<file path="src/rtl/mac_seq.sv">
// Sequencer for one FP32 multiply-accumulate PE: accepts len operand pairs,
// pulses the PE enables with the pipeline latencies and captures the dot product.
//
// state | meaning
// IDLE  | waiting for start with a legal len
// CLEAR | one-cycle clear of multiplier and accumulator
// FEED  | accepting operand pairs until len have been taken
// DRAIN | waiting for the last product to land in the accumulator
// DONE  | holding the captured result until it is consumed
module mac_seq #(
  parameter int MULT_LAT = 1,
  parameter int ACC_LAT  = 1
) (
  input  logic        clk,
  input  logic        rst_n,
  input  logic        start,
  input  logic [4:0]  len,
  input  logic        abort,
  output logic        busy,
  input  logic        op_valid,
  input  logic [31:0] op_a,
  input  logic [31:0] op_b,
  output logic        op_ready,
  output logic [31:0] mac_a,
  output logic [31:0] mac_b,
  output logic        en_mult,
  output logic        clr_mult,
  output logic        en_accum,
  output logic        clr_accum,
  output logic        accum_start,
  input  logic [31:0] mac_result,
  output logic        res_valid,
  output logic [31:0] res_data,
  input  logic        res_ready
);

  localparam int AW = $clog2(ACC_LAT + 1);

  typedef enum logic [2:0] {S_IDLE, S_CLEAR, S_FEED, S_DRAIN, S_DONE} state_t;

  state_t                state_q, state_d;
  logic [4:0]            len_q, len_d, cnt_q, cnt_d;
  logic [31:0]           mac_a_q, mac_a_d, mac_b_q, mac_b_d, res_data_q, res_data_d;
  logic                  en_mult_q, en_mult_d, clr_q, clr_d, first_q, first_d;
  logic                  res_valid_q, res_valid_d;
  logic [MULT_LAT-1:0]   dly_q, dly_d;
  logic [AW-1:0]         acc_cnt_q, acc_cnt_d;
  logic                  abort_hit, accept, dly_out, pipe_empty;

  assign abort_hit  = abort && (state_q != S_IDLE);
  assign op_ready   = (state_q == S_FEED) && (cnt_q < len_q) && !abort;
  assign accept     = op_ready && op_valid;
  assign dly_out    = dly_q[MULT_LAT-1];
  assign pipe_empty = !en_mult_q && (dly_q == '0);

  // Enables are masked in the abort cycle itself so nothing new reaches the PE
  assign en_mult     = en_mult_q && !abort_hit;
  assign en_accum    = dly_out && !abort_hit;
  assign accum_start = dly_out && first_q && !abort_hit;
  assign clr_mult    = clr_q;
  assign clr_accum   = clr_q;
  assign busy        = (state_q != S_IDLE);
  assign mac_a       = mac_a_q;
  assign mac_b       = mac_b_q;
  assign res_valid   = res_valid_q;
  assign res_data    = res_data_q;

  always_comb begin
    state_d     = state_q;
    len_d       = len_q;
    cnt_d       = cnt_q;
    mac_a_d     = mac_a_q;
    mac_b_d     = mac_b_q;
    res_data_d  = res_data_q;
    res_valid_d = res_valid_q;
    en_mult_d   = 1'b0;
    clr_d       = 1'b0;
    first_d     = first_q;
    dly_d[0]    = en_mult_q;
    for (int i = 1; i < MULT_LAT; i++) dly_d[i] = dly_q[i-1];
    acc_cnt_d   = acc_cnt_q;
    if (dly_out) begin
      acc_cnt_d = AW'(ACC_LAT);
      first_d   = 1'b0;
    end else if (acc_cnt_q != '0) begin
      acc_cnt_d = acc_cnt_q - 1'b1;
    end

    case (state_q)
      S_IDLE: begin
        if (start && (len != 5'd0)) begin
          len_d   = len;
          cnt_d   = 5'd0;
          first_d = 1'b1;
          clr_d   = 1'b1;
          state_d = S_CLEAR;
        end
      end
      S_CLEAR: state_d = S_FEED;
      S_FEED: begin
        if (accept) begin
          mac_a_d   = op_a;
          mac_b_d   = op_b;
          en_mult_d = 1'b1;
          cnt_d     = cnt_q + 5'd1;
          if (cnt_q + 5'd1 == len_q) state_d = S_DRAIN;
        end
      end
      S_DRAIN: begin
        // Terminal count of 1 means this edge is ACC_LAT cycles past the last accumulate
        if (pipe_empty && (acc_cnt_q == AW'(1))) begin
          res_data_d  = mac_result;
          res_valid_d = 1'b1;
          state_d     = S_DONE;
        end
      end
      S_DONE: begin
        if (res_ready) begin
          res_valid_d = 1'b0;
          state_d     = S_IDLE;
        end
      end
      default: state_d = S_IDLE;
    endcase

    if (abort_hit) begin
      state_d     = S_IDLE;
      en_mult_d   = 1'b0;
      dly_d       = '0;
      acc_cnt_d   = '0;
      first_d     = 1'b0;
      clr_d       = 1'b1;
      res_valid_d = 1'b0;
    end
  end

  always_ff @(posedge clk or negedge rst_n) begin
    if (!rst_n) begin
      state_q     <= S_IDLE;
      len_q       <= 5'd0;
      cnt_q       <= 5'd0;
      mac_a_q     <= 32'h0;
      mac_b_q     <= 32'h0;
      res_data_q  <= 32'h0;
      res_valid_q <= 1'b0;
      en_mult_q   <= 1'b0;
      clr_q       <= 1'b0;
      first_q     <= 1'b0;
      dly_q       <= '0;
      acc_cnt_q   <= '0;
    end else begin
      state_q     <= state_d;
      len_q       <= len_d;
      cnt_q       <= cnt_d;
      mac_a_q     <= mac_a_d;
      mac_b_q     <= mac_b_d;
      res_data_q  <= res_data_d;
      res_valid_q <= res_valid_d;
      en_mult_q   <= en_mult_d;
      clr_q       <= clr_d;
      first_q     <= first_d;
      dly_q       <= dly_d;
      acc_cnt_q   <= acc_cnt_d;
    end
  end

endmodule
</file>
<file path="config.mk">
export PLATFORM = sky130hd
export DESIGN_NAME = mac_seq
export DESIGN_NICKNAME = d
export VERILOG_FILES = /design/src/rtl/mac_seq.sv
export SDC_FILE = /design/constraint.sdc
export NUM_CORES = 1
export LEC_CHECK = 0
export CAP_MARGIN = 20
export CORE_ASPECT_RATIO = 1.2
export CORE_MARGIN = 4
export CORE_UTILIZATION = 45
export CTS_CLUSTER_DIAMETER = 60
export CTS_CLUSTER_SIZE = 40
export DETAILED_ROUTE_END_ITERATION = 8
export GPL_TIMING_DRIVEN = 0
export MAX_ROUTING_LAYER = met4
export PLACE_DENSITY = 0.86
export SLEW_MARGIN = 20
export SYNTH_ARGS = -nofsm -noshare
export SYNTH_HDL_FRONTEND = slang
export SYNTH_SLANG_ARGS = --single-unit
export TNS_END_PERCENT = 20
</file>
<file path="constraint.sdc">
create_clock -name clk -period 5.7 [get_ports clk]
set_input_delay 1.14 -clock clk [delete_from_list [all_inputs] [get_ports clk]]
set_output_delay 1.14 -clock clk [all_outputs]
set_load 0.03 [all_outputs]
</file>
# After elaboration in Yosys (flattened, before gate mapping)
# Index checks and enable logic that the tools add are counted.
# op_classes
magnitude_cmp,1
n_eq_ne,12
n_shift,0
n_reduce_logical,25
n_mux,28
bitwise,1
n_addsub,2
multipliers,0
n_div,0
# op_table
op,n
3-bit two-way mux,6
1-bit two-way mux,17
3-bit case mux with 5 select lines,1
3-bit inequality test (second input constant),4
1-bit logical AND,11
5-bit two-way mux,2
5-bit case mux with 2 select lines,1
3-bit by 2-bit == test with 1-bit output (second input constant),2
2-bit AND reduction,3
3-bit AND reduction,2
3-bit nonzero test,2
5-bit by 1-bit adder with 5-bit output (second input constant),1
5-bit == test,1
5-bit < comparator,1
5-bit AND reduction,1
5-bit nonzero test,1
2-bit inequality test (second input constant),2
3-bit by 1-bit == test with 1-bit output (second input constant),1
3-bit == test (second input constant),1
1-bit logical NOT,3
3-bit logical NOT,1
3-bit by 2-bit inequality test with 1-bit output (second input constant),1
1-bit case mux with 2 select lines,1
2-bit nonzero test,1
other kinds (2),2
# word_totals
memories,0
wordCells,81
in_bits,107
mem_bits_rw,0
output_inout_bits,104
latchBits,0
register_bits,115
rom_bits,0

# Longest topological paths before layout
# Gate-level depths: netlist of run 1.
# logic_depth
ltp_word,7
mapped_depth,10
mapped_depth_nobuf,8

# Worst setup path before layout of run 1
# Ideal clock, no wire load.
# synth_timing
path_kind,in2out
startpoint,in abort
endpoint,out op_ready
required_time_ns,4.560
setup_slack_ns,2.230
path_stages,2
path_buffers,0
arrival_time_ns,2.330
path_cell_list,or4b_4 > nor3_1
# synth_between
elab_chain_cells,2
# synth_lines
element,line,source
from (decl),18,"input logic abort,"
1-bit logical NOT,51,assign op_ready = (state_q == S_FEED) && (cnt_q < len_q) && !abort;
1-bit logical AND,51,
to (decl),23,"output logic op_ready,"
# Every way passes these cells.

# Final worst setup path of run 1
# Ends and elaborated chain as after synthesis.

==> run metrics, run 1 <==
cts hold-fix bufs 0; Cell Area, Placed 6978 µm²; core area 10110 µm²; crit path kind in -> out; CP startpoint kind primary input; die height 119.8 µm; Slew headroom 66.42%; Lkg Pwr 3.651 nW; Final nets 793; clk slew on worst S/H paths 50 ps; Post-synth EDFFs 0; Die Wd 101.2 µm; # port buffers 210; iteration count of the initial detailed-routing pass 4; row cnt 40; gr usage total 23.50%; Req. time, crit path 4560 ps; CP max FO 8; top_reg_cell synth dfrtp_1; Final GP Congestion 0.8259; Detail Route Antenna Nets 0; initial DRC count 164; fraction of layout cells with a size suffix above 1 12.86%; post-synthesis net count 563; DR WL/cell 16.46 µm; fin util 75.21%; Ports 211; Area Overhead vs Synth 62.14%; ant diodes 0; YS warnings 0; Final Cell Area 7604 µm²; synth unique cells 42; hold crit path type reg -> reg; clk sinks 115; clock latency on the worst-skew pair 410 ps; cells after synthesis 450; CP endpoint kind output pin; final hold violations 0; register bit count reported by yosys 115; Synth area leader dfrtp_1; Yosys top cell area share 61.37%; vias in the first global route 4497; min cycle time layout 4322 ps; final setup vio count 0; post-synthesis sequential area ratio 61.37%; Peak VDD IR 0.0003123 V; async set-reset flop share out of synthesis 100.0%; post-CTS sizing 0; synthesized area 4689 µm²; first-pass GRT wire length 21330 µm; Detailed Route WL 13460 µm; Syn Area/Cell 10.42 µm²; initial core utilization 46.39%; Max-Cap Viols 0; Final period util 75.83%; outcome completed; cell area power density 501.5 nW/µm²; Clock Tree Buf Depth 2; worst path arrival time 3180 ps; Total Die Area 12130 µm²; pin slew with the least headroom to its limit 502.6 ps; largest net degree at the start of global routing 74; synth top area cells dfrtp_1 61%, nand2_1 16%, mux2_2 8.2%, ha_1 1.6%, buf_6 1.2%; fmax 0.2314 GHz; DPL Wire Length 9804 µm; via count 4086; Num CTS Buffers 17; CTS tree built; most frequent cell after synthesis nand2_1; H-tree depth 4; initial antenna violation count 0; Vias per Instance 4.995; Setup Fix Bufs, Post-CTS 0; DRC violations left 0; clk_skew 14.85 ps; GRT overflow 0; final slew viol count 0; RSZ-0062 raised after global routing false; most common library cells after synthesis 203 x nand2_1, 115 x dfrtp_1, 34 x mux2_2; clock tree root buffer cell clkbuf_16
cells by family (layout without fill, tap and decap cells):
| family | after synthesis | count (layout) | synth area share (%) |
|---|---|---|---|
| XOR/XNOR | 6 | 6 | 1.121 |
| multiplexers | 34 | 34 | 8.164 |
| flip-flops | 115 | 115 | 61.37 |
| AO/OA/AOI/OAI | 27 | 27 | 3.869 |
| adder cells (fa/ha/maj) | 6 | 6 | 1.601 |
| buffers and inverters | 31 | 273 | 3.629 |
| AND/OR/NAND/NOR | 231 | 231 | 20.25 |
final cells by class:
class / instances / area [µm²]
Tap cell: 126 / 157.7
Buffer: 20 / 128.9
Timing Repair Buffer: 211 / 2131
Multi-Input combinational cell: 304 / 1642
Sequential cell: 115 / 2878
Clock buffer: 21 / 470.5
Inverter: 11 / 41.29
Fill cell: 661 / 2506
Clock inverter: 10 / 155.1
layout by cell type, fill, tap and decap left out, types with 3 or more instances in the layout:
master           netlist  final
buf_2                 10     10
buf_6                  5      6
bufinv_16              0      4
clkbuf_1               4      5
clkbuf_16              0     17
clkbuf_8               0      3
clkdlybuf4s50_1        0    209
clkinv_2               0      4
dfrtp_1              115    115
ha_1                   6      6
inv_1                 10     10
mux2_2                34     34
nand2_1              203    203
nor2_1                 4      4
nor2b_1                3      3
nor4_1                 3      3
o21ai_0               10     10
xnor2_1                4      4
critical path, cell delays in order:
cell and delay (ps):
clkdlybuf4s50_1 540, or4b_4 610, nor3_1 160, clkdlybuf4s50_1 720
through the flow:
stage               cells  hold slack [ps]  setup WS [ps]  total power [W]  setup TNS [ps]
global route          818            495.1           1286         0.003989               0
floorplan             450            486.1           2230         0.001982               0
CTS                   818            474.4           1386         0.003840               0
finish                818            468.7           1378         0.003813               0
detailed placement    787            461.2           1399         0.002699               0
global placement      786            456.3         -733.5         0.002648          -83270
power breakdown:
group	switching, W	internal, W	leakage [nW]
Combinational	0.000847	0.000611	1.85
Clock	0.000363	0.000759	0.305
Sequential	0.000153	0.00108	1.50
path summary, 6_finish.rpt:
check                      cells past startpoint        end  slack, ps       start
setup / recovery                               4   op_ready       1380       abort
hold / removal                                 2  mac_a[19]        470   mac_a[19]
setup reg to reg                               7  mac_a[16]       3420  state_q[0]
hold reg to reg                                2  mac_a[19]        470   mac_a[19]
max in group asynchronous                      2  mac_a[12]       4360       rst_n
min in group asynchronous                      1  mac_a[28]        650       rst_n
registers in the layout, summed over array words and instances (netlist names):
| signal | cells |
|---|---|
| mac_b | 32 |
| len_q | 5 |
| cnt_q | 5 |
| res_data | 32 |
| dly_out | 1 |
| acc_cnt_q | 1 |
| en_mult_q | 1 |
| clr_accum | 1 |
| mac_a | 32 |
| state_q | 3 |
| first_q | 1 |
| res_valid | 1 |
layer usage:
layer	global-route usage, %	routed length (µm)	vias to the layer above
li1	-	-	1915
met1	24.33	4958	1975
met2	40.63	7180	164
met3	6.628	937	32
met4	11.06	388	0
met5	-	0	-
Power figures use the tool's default switching activity.
==> inputs of run 2 (changes only) <==
CORE_UTILIZATION = 38   (was 45)
PLACE_DENSITY = 0.77   (was 0.86)
clock period = 3.55 ns   (was 5.7 ns; I/O delays follow)
==> run metrics, run 2 (same netlist as run 1, synthesis figures left out) <==
Ports 211; overall power 0.006030 W; final hold violations 0; CP endpoint kind output pin; Filler Cells Inserted 985; RSZ-0062 raised after global routing false; Lkg Pwr 3.647 nW; DRC violations left 0; pin slew with the least headroom to its limit 509.6 ps; Critical Path Start abort; CP max FO 8; Setup TNS Final 0 ps; Detail Route Antenna Nets 0; clock latency on the worst-skew pair 400 ps; r2r startpoint state_q[0]; DPL Wire Length 9367 µm; # port buffers 210; post-CTS sizing 0; fmax 0.2912 GHz; initial core utilization 38.72%; crit path max-delay cell type clkdlybuf4s50_1; via count 3954; Non-Filler Instances 853; Final nets 793; initial DRC count 117; clk slew on worst S/H paths 50 ps; Total Die Area 14190 µm²; CTS tree built; largest net degree at the start of global routing 65; ant diodes 0; Setup Fix Bufs, Post-CTS 0; clk sinks 115; CP Capture Point op_ready; min cycle time layout 3434 ps; Final GP Congestion 0.8173; crit-path max cell delay 710 ps; Max-Cap Viols 0; reg2reg end mac_a[17]; Slew headroom 66.02%; placed insts 822; DR WL/cell 14.60 µm; reg2reg setup slack 1320 ps; Req. time, crit path 2840 ps; cts hold-fix bufs 0; cell area power density 790.0 nW/µm²; Num CTS Buffers 17; worst path arrival time 2720 ps; crit path kind in -> out; hold slack 264.0 ps; final setup margin 115.9 ps; hold crit path type in -> async; vias in the first global route 4129; final setup vio count 0; Area Overhead vs Synth 62.75%; Final period util 96.74%; CP dominant cell by count clkdlybuf4s50_1; crit-path cells clkdlybuf4s50_1, or4b_4, nor3_1, clkdlybuf4s50_1; core area 12110 µm²; CP startpoint kind primary input; most frequent cells in the layout 209 x clkdlybuf4s50_1, 203 x nand2_1, 115 x dfrtp_1; clk_skew 5.673 ps; row cnt 44; iteration count of the initial detailed-routing pass 4; fraction of layout cells with a size suffix above 1 13.01%; die height 129.7 µm; Die Wd 109.4 µm; commonest non-fill, non-tap cell in the layout clkdlybuf4s50_1; Peak VDD IR 0.0004373 V; final slew viol count 0; H-tree depth 4; clock tree root buffer cell clkbuf_16; Clock Tree Buf Depth 2; Vias per Instance 4.635; Detailed Route WL 12450 µm; GRT overflow 0; Worst Reg-to-Reg Cells 7; Place WS 100.1 ps; initial antenna violation count 0; first-pass GRT wire length 19290 µm; outcome completed; gr usage total 18.13%
==> run 2: cell types whose count changed in the layout (fill, tap and decap cells not counted) <==
cell | previous run | this run
clkinv_2 | 4 | 5
bufinv_16 | 4 | 3
clkbuf_1 | 5 | 4
clkbuf_8 | 3 | 4
==> run 2: area by class of cell <==
cell class / count / area, µm² / area share, %
sequential: 115 / 2878 / 37.70
timing repair buffer: 211 / 2131 / 27.92
multi-input combinational: 304 / 1642 / 21.51
clock buffer: 21 / 480.5 / 6.295
tap: 161 / 201.4 / 2.639
clock inverter: 10 / 130.1 / 1.705
buffer: 20 / 128.9 / 1.689
inverter: 11 / 41.29 / 0.5410
==> run 2: metal layers <==
metal | share of wire, % | GRT usage [%]
met5 | 0 | -
met4 | 1.2 | 6.016
met3 | 7.5 | 5.888
met2 | 52 | 30.90
met1 | 40 | 19.97
==> run 2: report_power, final <==
part / internal [W] / switching, W / leakage [nW]
Clock: 0.00117 / 0.000575 / 0.300
Sequential: 0.00173 / 0.000237 / 1.50
Combinational: 0.000981 / 0.00134 / 1.85
Total: 0.00388 / 0.00215 / 3.65
==> run 2: worst min path at each step <==
stage	depth (start not counted)	endpoint	slack, ps
finish	1	state_q[2]	260
global route	1	mac_a[28]	280
CTS	1	mac_a[25]	270
detailed placement	2	mac_b[8]	460
global placement	2	mac_b[15]	460
floorplan	0	acc_cnt_q	410
==> run 2: worst max-delay path: cells and delay by family <==
kind          cells  cell delay [ps]
simple gates      2              750
buf+inv           2             1250
==> run 2: stage by stage <==
step / utilization, % / instance area, µm²
final: 63.02 / 7632
after global routing: 63.02 / 7632
after CTS: 63.02 / 7632
after detailed placement: 57.98 / 7022
after global placement: 57.74 / 6993
after floorplan: - / 4690
==> inputs of run 3 (changes only) <==
PLACE_DENSITY = 0.74   (was 0.77)
==> run metrics, run 3 (same netlist as run 1, synthesis figures left out) <==
initial antenna violation count 0; final setup margin 101.3 ps; reg2reg end mac_a[29]; Final period util 97.15%; clk_skew 7.522 ps; Worst Reg-to-Reg Cells 8; worst path arrival time 2740 ps; Max-Cap Viols 0; Final nets 793; Setup Fix Bufs, Post-CTS 0; Ports 211; pin slew with the least headroom to its limit 496.8 ps; Setup TNS Final 0 ps; min cycle time layout 3449 ps; cts hold-fix bufs 0; fraction of layout cells with a size suffix above 1 12.99%; clk slew on worst S/H paths 60 ps; DR WL/cell 14.61 µm; final setup vio count 0; CP max FO 8; Total Die Area 14190 µm²; core area 12110 µm²; # port buffers 210; Slew headroom 66.81%; final hold violations 0; initial core utilization 38.72%; Detail Route Antenna Nets 0; clk sinks 115; H-tree depth 4; clock tree root buffer cell clkbuf_16; via count 4006; CP endpoint kind output pin; commonest non-fill, non-tap cell in the layout clkdlybuf4s50_1; DRC violations left 0; CP startpoint kind primary input; hold slack 228.4 ps; Detailed Route WL 12480 µm; fmax 0.2900 GHz; Lkg Pwr 3.651 nW; die height 129.7 µm; CP Capture Point op_ready; Req. time, crit path 2840 ps; CTS tree built; r2r startpoint state_q[2]; Clock Tree Buf Depth 2; initial DRC count 117; Num CTS Buffers 17; reg2reg setup slack 1340 ps; ant diodes 0; Peak VDD IR 0.0004886 V; Place WS 111.0 ps; clock latency on the worst-skew pair 400 ps; most frequent cells in the layout 209 x clkdlybuf4s50_1, 203 x nand2_1, 115 x dfrtp_1; RSZ-0062 raised after global routing false; final slew viol count 0; Critical Path Start abort; crit path kind in -> out; row cnt 44; Area Overhead vs Synth 63.61%; gr usage total 18.57%; post-CTS sizing 0; vias in the first global route 4150; cell area power density 801.7 nW/µm²; Die Wd 109.4 µm; DPL Wire Length 9341 µm; Vias per Instance 4.691; first-pass GRT wire length 19900 µm; hold crit path type in -> async; GRT overflow 0; Final GP Congestion 0.7838; largest net degree at the start of global routing 68; outcome completed; iteration count of the initial detailed-routing pass 5
[run 3: cell types whose count changed in the layout (fill, tap and decap cells not counted), sizes merged]
| cell | previous run | this run |
|---|---|---|
| clkinvlp | 2 | 4 |
| bufinv | 3 | 5 |
| clkinv | 5 | 4 |
| clkbuf | 25 | 23 |
[run 3: layer usage]
metal  vias to the layer above  GRT usage [%]  share of wire (%)
met1                      1911          21.10                 40
met5                         -              -                  0
met4                         0          7.117                1.5
met2                       157          30.90                 51
li1                       1922              -                  -
met3                        16          5.443                8.1
[run 3: worst min-delay path by stage]
stage                   endpoint  cells after the start
floorplan              acc_cnt_q                      0
global placement        mac_b[0]                      2
detailed placement     mac_a[26]                      2
CTS                 res_data[18]                      1
global route        res_data[21]                      1
finish              res_data[18]                      1
[run 3: cell type report]
class / count / area (µm²)
Fill cell: 982 / 4439
Sequential cell: 115 / 2878
Timing Repair Buffer: 211 / 2131
Multi-Input combinational cell: 304 / 1642
Clock buffer: 19 / 442.9
Clock inverter: 13 / 207.7
Tap cell: 161 / 201.4
Buffer: 20 / 128.9
Inverter: 11 / 41.29
[run 3: through the flow]
stage	total power (W)	area [µm²]	utilization, %	std cells
after floorplan	0.003182	4690	-	450
after global placement	0.004262	6993	57.74	821
after detailed placement	0.004316	7022	57.98	822
after CTS	0.006226	7672	63.35	854
after global routing	0.006463	7672	63.35	854
final	0.006151	7672	63.35	854
[run 3: power by group]
| part | internal (W) | leakage (nW) | switching (W) | total, W |
|---|---|---|---|---|
| Sequential | 0.00173 | 1.50 | 0.000241 | 0.00197 |
| Combinational | 0.000981 | 1.85 | 0.00134 | 0.00232 |
| Clock | 0.00126 | 0.305 | 0.000601 | 0.00186 |
[run 3: critical path: stages]
cell and delay (ps):
clkdlybuf4s50_1 550, or4b_4 610, nor3_1 150, clkdlybuf4s50_1 710
